<file path="src/rtl/param_stack.sv">
// param_stack : LIFO stack of DEPTH entries, WIDTH bits each, with a combinational
// top-of-stack view and a peek port that reads any entry below the top.
//
// Optional feature: define PARAM_STACK_ERR_EN to add sticky overflow and underflow
// flags. Without it both flags are tied to 0, err_clr is ignored and no error
// registers exist.
//
// Operation priority each cycle: flush > push&pop (replace top) > push > pop > idle.
// A push and a pop on an empty stack act as a plain push.
// Status outputs depend only on the registered occupancy count.

module param_stack #(
   parameter int WIDTH     = 19,
   parameter int DEPTH     = 16,
   parameter int AFULL_LVL = DEPTH - 2
) (
   input  logic                       clk,
   input  logic                       reset,
   input  logic                       push,
   input  logic                       pop,
   input  logic                       flush,
   input  logic [WIDTH-1:0]           push_data,
   input  logic [$clog2(DEPTH)-1:0]   rd_idx,
   output logic [WIDTH-1:0]           top_data,
   output logic [WIDTH-1:0]           rd_data,
   output logic                       rd_valid,
   output logic [$clog2(DEPTH):0]     count,
   output logic                       stack_empty,
   output logic                       stack_full,
   output logic                       almost_full,
   input  logic                       err_clr,
   output logic                       overflow,
   output logic                       underflow
);

   localparam int AW = $clog2(DEPTH);

   // Occupancy constants held in count's width so the comparisons need no casts.
   localparam logic [AW:0]   DEPTH_CNT = (AW+1)'(DEPTH);
   localparam logic [AW:0]   AFULL_CNT = (AW+1)'(AFULL_LVL);
   localparam logic [AW:0]   CNT_ONE   = (AW+1)'(1);
   localparam logic [AW-1:0] IDX_ONE   = AW'(1);

   // Storage, bottom entry at index 0; entry i holds live data while i < count.
   logic [WIDTH-1:0] mem [DEPTH];

   // Decoded operations for this cycle, after priority resolution.
   logic            is_empty;
   logic            is_full;
   logic            replace_op;
   logic            push_op;
   logic            pop_op;
   logic            push_ok;
   logic            pop_ok;
   logic            wr_en;
   logic            ovf_evt;
   logic            unf_evt;
   logic [AW-1:0]   top_idx;
   logic [AW-1:0]   peek_idx;
   logic [AW-1:0]   wr_addr;

   assign is_empty = (count == '0);
   assign is_full  = (count == DEPTH_CNT);

   // The lower AW bits of count address the next free slot; when the stack is full
   // they wrap to 0, so subtracting one still lands on the top entry (DEPTH-1).
   assign top_idx  = count[AW-1:0] - IDX_ONE;
   assign peek_idx = count[AW-1:0] - IDX_ONE - rd_idx;

   // Resolve flush / replace / push / pop priority into one-hot style enables.
   always_comb begin
      replace_op = 1'b0;
      push_op    = 1'b0;
      pop_op     = 1'b0;
      if (!flush) begin
         if (push && pop && !is_empty) begin
            replace_op = 1'b1;
         end else if (push) begin
            push_op = 1'b1;
         end else if (pop) begin
            pop_op = 1'b1;
         end
      end
   end

   assign push_ok = push_op && !is_full;
   assign pop_ok  = pop_op && !is_empty;
   assign ovf_evt = push_op && is_full;
   assign unf_evt = pop_op && is_empty;

   // A replace writes over the current top; a plain push writes the next free slot.
   assign wr_en   = push_ok || replace_op;
   assign wr_addr = replace_op ? top_idx : count[AW-1:0];

   // Array write port; reset clears every entry so stale data never reappears.
   always_ff @(posedge clk or posedge reset) begin
      if (reset) begin
         for (int i = 0; i < DEPTH; i++) begin
            mem[i] <= '0;
         end
      end else if (wr_en) begin
         mem[wr_addr] <= push_data;
      end
   end

   // Occupancy counter; flush only rewinds the count and leaves the array alone.
   always_ff @(posedge clk or posedge reset) begin
      if (reset) begin
         count <= '0;
      end else if (flush) begin
         count <= '0;
      end else if (push_ok) begin
         count <= count + CNT_ONE;
      end else if (pop_ok) begin
         count <= count - CNT_ONE;
      end
   end

   // Read side: top view and peek view, both forced to zero when nothing is there.
   always_comb begin
      top_data = '0;
      rd_data  = '0;
      rd_valid = ({1'b0, rd_idx} < count);
      if (!is_empty) begin
         top_data = mem[top_idx];
      end
      if (rd_valid) begin
         rd_data = mem[peek_idx];
      end
   end

   assign stack_empty = is_empty;
   assign stack_full  = is_full;
   assign almost_full = (count >= AFULL_CNT);

`ifdef PARAM_STACK_ERR_EN

   logic overflow_q;
   logic underflow_q;

   // Sticky overflow flag; a new event in the same cycle as err_clr keeps it set.
   always_ff @(posedge clk or posedge reset) begin
      if (reset) begin
         overflow_q <= 1'b0;
      end else if (ovf_evt) begin
         overflow_q <= 1'b1;
      end else if (err_clr) begin
         overflow_q <= 1'b0;
      end
   end

   // Sticky underflow flag with the same set-wins rule against err_clr.
   always_ff @(posedge clk or posedge reset) begin
      if (reset) begin
         underflow_q <= 1'b0;
      end else if (unf_evt) begin
         underflow_q <= 1'b1;
      end else if (err_clr) begin
         underflow_q <= 1'b0;
      end
   end

   assign overflow  = overflow_q;
   assign underflow = underflow_q;

`else

   // Error reporting is compiled out: flags read as 0 and the event terms go nowhere.
   logic unused_err;
   assign unused_err = ^{err_clr, ovf_evt, unf_evt};
   assign overflow   = 1'b0;
   assign underflow  = 1'b0;

`endif

endmodule

</file>
<file path="config.mk">
export PLATFORM = sky130hd
export DESIGN_NAME = param_stack
export DESIGN_NICKNAME = d
export VERILOG_FILES = /design/src/rtl/param_stack.sv
export SDC_FILE = /design/constraint.sdc
export NUM_CORES = 1
export LEC_CHECK = 0
export ABC_AREA = 1
export CAP_MARGIN = 20
export CORE_MARGIN = 2
export CORE_UTILIZATION = 40
export DETAILED_ROUTE_END_ITERATION = 8
export PLACE_DENSITY_LB_ADDON = 0.08
export SLEW_MARGIN = 15
export SYNTH_ARGS = -nofsm -noshare
export SYNTH_HDL_FRONTEND = slang
export SYNTH_SLANG_ARGS = --single-unit
</file>
<file path="constraint.sdc">
create_clock -name clk -period 11.3 [get_ports clk]
set_input_delay 2.825 -clock clk [delete_from_list [all_inputs] [get_ports clk]]
set_output_delay 2.825 -clock clk [all_outputs]
set_load 0.03 [all_outputs]
</file>
* Word level (Yosys, flattened, before mapping) *
Cells that the tools add are included.

storage, ports and cells
  flip-flop bits (word level) = 309
  output and inout port bits = 49
  logic and storage cells = 65

operators by class
  add/subtract/negate cells = 4
  magnitude comparators = 6
  equality and inequality tests = 1
  mux-type cells = 24
  bitwise operators = 3
  reduce and logical (&&, ||, !) cells = 10

operators with widths
  cell                 count
  $bwmux 304           1
  $bmux 19 s4          2
  $mux 19              7
  $demux 19 s4         1
  $ge 5x5->1 const B   3
  $mux 5               3
  $not 4->5            3
  $mux 1               9
  $add 5x1->5 const B  1
  $eq 5x5->1 const B   1
  $ge 5x4->1 const B   1
  $logic_and 1x1->1    5
  $logic_not 5->1      1
  $lt 4x5->1           1
  $lt 5x1->1 const B   1
  $sub 5x1->5 const B  1
  $mux 4               1
  $sub 4x1->4 const B  1
  $sub 4x4->4          1
  $reduce_bool 3->1    1
  $logic_not 1->1      2
  $logic_or 1x1->1     1

* Logic depth before layout (Yosys ltp) *
  depth in word-level cells = 12
  mapped depth = 20

* Worst setup path after synthesis *
No wires, ideal clock.

  path kind = input to output
  start point = input rd_idx[0]
  end point = output rd_data[10]
  data arrival time = 5069 ps
  path slack = 3406 ps
  stages on the path = 12
  cells stage by stage = ha_1 fa_1 clkbuf_1 inv_2 clkbuf_1 clkbuf_1 a21oi_1 o21ai_0 nand2_1 nand2_1 a21oi_1 nor2_1

on the way
  longest elaborated chain between the ends = 6
  elaborated cells on any way between the ends = 7
  those cells by class = add/sub (1); order compare (1); mux (4); bitwise (1)

ends and longest elaborated chain
  element                                      line  source
  start: declaration                           23    input logic [$clog2(DEPTH)-1:0] rd_idx,
  $sub 4x4->4                                  68    assign peek_idx = count[AW-1:0] - IDX_ONE - rd_idx;
  $not 4->5 (not written as such)              128   rd_data = mem[peek_idx];
  $bmux 19 s4                                  128
  $mux 19 (not written as such) (2 in series)  128
  $mux 19 *                                    127   if (rd_valid) begin
  end: declaration                             25    output logic [WIDTH-1:0] rd_data,

Mark *: on every way between the ends. The rest lies on a longest branch, timed or not. The select of a mux whose other input is x is not followed.

* Final worst setup path *
  start point = input rd_idx[0]
  end point = output rd_data[17]

The elaborated chain is that of the path after synthesis.

==> impl_metrics.csv <==
group,metric,value,unit
status,status,"completed",
clock_network,clockBufferDepth,3,
clock_network,cts-resized-gates,0,
die,die_area,51520,sq um
flow_run,max-cap-violations,0,
clock_network,clkSinkCount,309,
die,std_cell_rows,81,
clock_network,cts_tree,"yes",
layout,fin_area,21870,sq um
place,postPlaceCellArea,20580,sq um
layout,area_delta_synth_final,9.947,%
setup_path,critical-path-max-stage-delay,0.76,ns
detailed_routing,final_antenna_net_count,0,
detailed_routing,finalWirelength,74270,microns
detailed_routing,drt_iter0_drc,2018,
place,place_ws,1.820,ns
layout,diodes,0,
clock_network,cts_made_buffers,40,
layout,drive_above_1_share,4.757,%
yosys,synth-main-ff-cell,"dfrtp_1",
yosys,yosys-top-cells-count,"1106 x nand2_1, 309 x dfrtp_1, 270 x a21oi_1",
timing,min_period,9.494,ns
yosys,synth_top_cell_by_area,"dfrtp_1",
clock_network,hold_buffers,0,
clock_network,cts_setup_buffers,0,
yosys,yosys.cell_count.top_type,"nand2_1",
yosys,async_reset_ff_share,100.0,%
setup_path,cp_max_fo,24,
layout,utilization,44.58,%
timing,slew_violations,0,
timing,finalHoldViolations,0,
clock_network,clk_latency,0.56,ns
grt,grt_pass1_wl,113700,microns
layout,layout.nets,2878,
setup_path,crit_type,"in -> out",
yosys,syn_inst,2931,
yosys,synth-edff-count,0,
setup_path,start_kind,"primary input",
timing,worstMarginPinSlew,1.044,ns
detailed_routing,wl_per_cell,21.08,microns
yosys,ys_seq_area_share,38.88,%
place,port_buffers,74,
grt,grt_max_degree,149,
grt,antenna_found_initial,2,
die,die-height,227.0,microns
detailed_routing,viasPerCell,5.487,
timing,timing.final.crit_share,84.02,%
detailed_routing,first_pass_iters,6,
detailed_routing,vias,19330,
timing,tns,0,ns
setup_path,critPathCaptureType,"primary output",
yosys,synthTopCellsByArea,"dfrtp_1 39%, nand2_1 21%, a21oi_1 6.8%",
timing,fin_ws,1.806,ns
setup_path,crit_required,8.48,ns
timing,max_freq,105.3,MHz
timing,rsz0062_at_grt,"false",
yosys,synth_top_cell_area_share,38.88,%
die,core_area,49050,sq um
place,routabilityCongestion,0.8826,
setup_path,critPathSlowestCell,"clkdlybuf4s50_1",
setup_path,crit_chain,"clkdlybuf4s50_1 -> ha_1 -> fa_2 -> xor2_4 -> inv_1 -> buf_4 -> nand2_1 -> nand2_1 -> nor2_1 -> nor2_1 -> clkdlybuf4s50_1",
layout,fill_cells,5112,
yosys,ys_ff_latch,309,
timing,finClkSkew,0.01607,ns
clock_network,cts_root_buf,"clkbuf_16",
die,pin_count,78,
yosys,synthesis.area,19890,sq um
hold_path,hp-class,"reg -> reg",
grt,grt_usage,29.23,%
timing,relSlewSlack,30.18,%
setup_path,cpLargestDelayFamily,"buffers and inverters",
clock_network,clk_pin_slew_worst_paths,0.06,ns
clock_network,cts_max_level,2,
detailed_routing,remaining_drc_errors,0,
setup_path,crit_buf_inv,4,
grt,gr-total-overflow,0,
place,dp_hpwl,41700,microns
yosys,synth-warning-count,0,
yosys,synth_cell_types,33,
timing,final-setup-viol-count,0,
yosys,syn-mean-instance-area,6.785,sq um
die,die_w,227.0,microns
die,start_util,40.54,%
grt,grt_pass1_vias,18400,
setup_path,cp.arrival,6.67,ns
==> logic make-up (layout without fill, tap and decap cells) <==
kind of cell / Yosys count / in the layout / synth area share [%]
flip-flops: 309 / 309 / 38.88
AND/OR/NAND/NOR: 1431 / 1431 / 29.45
AO/OA/AOI/OAI: 702 / 702 / 19.94
other: 1 / 2 / 0.01886
buffers and inverters: 467 / 394 / 10.41
XOR/XNOR: 5 / 5 / 0.2202
adder cells (fa/ha/maj): 16 / 16 / 1.082
==> metal layers <==
metal | vias to the layer above | track usage [%] | share of wire [%]
met4 | 4 | 9.488 | 3.1
met5 | - | 0 | 0.036
li1 | 9204 | - | -
met3 | 122 | 5.989 | 8.6
met1 | 9209 | 40.70 | 44
met2 | 792 | 45.50 | 44
==> cell usage in the layout (no fill, tap or decap), drive strengths merged, types with 14 or more instances in the layout <==
cell	count
a211oi	17
a21oi	270
buf	35
clkbuf	55
clkdlybuf4s50	74
dfrtp	309
ha	14
inv	216
nand2	1118
nand3	244
nor2	63
o21ai	254
o21bai	153
==> tightest hold or removal path: stages, from the launching register on <==
cell	delay, ns
dfrtp_1	0.34
nand2_1	0.05
nand2_1	0.05
==> through the flow <==
step	std cells	hold slack, ns
floorplan	2932	0.4419
global placement	3455	0.4539
detailed placement	3455	0.4581
CTS	3523	0.4706
global route	3523	0.4860
finish	3523	0.4695
==> registers in the layout (all words and copies together) (netlist names) <==
register  cells
mem         304
count         5
==> worst paths after layout <==
check	startpoint	end	slack, ns	depth (start not counted)
max	rd_idx[0]	rd_data[17]	1.81	11
min	mem[55]	mem[55]	0.47	2
max reg2reg	count[0]	mem[129]	6.42	13
min reg2reg	mem[55]	mem[55]	0.47	2
max in group asynchronous	reset	mem[44]	6.35	4
min in group asynchronous	reset	mem[297]	2.76	2
==> area by class of cell <==
cell class | count | area, sq um | share of cell area [%]
Multi-Input combinational cell | 2156 | 10160 | 46.47
Sequential cell | 309 | 7736 | 35.38
Clock buffer | 55 | 1089 | 4.978
Timing Repair Buffer | 109 | 1028 | 4.704
Tap cell | 664 | 830.8 | 3.799
Inverter | 217 | 820.8 | 3.754
Clock inverter | 13 | 200.2 | 0.9155
Power is not shown: default switching activity piles up to over one toggle a cycle in this logic, so the estimate is an artifact.
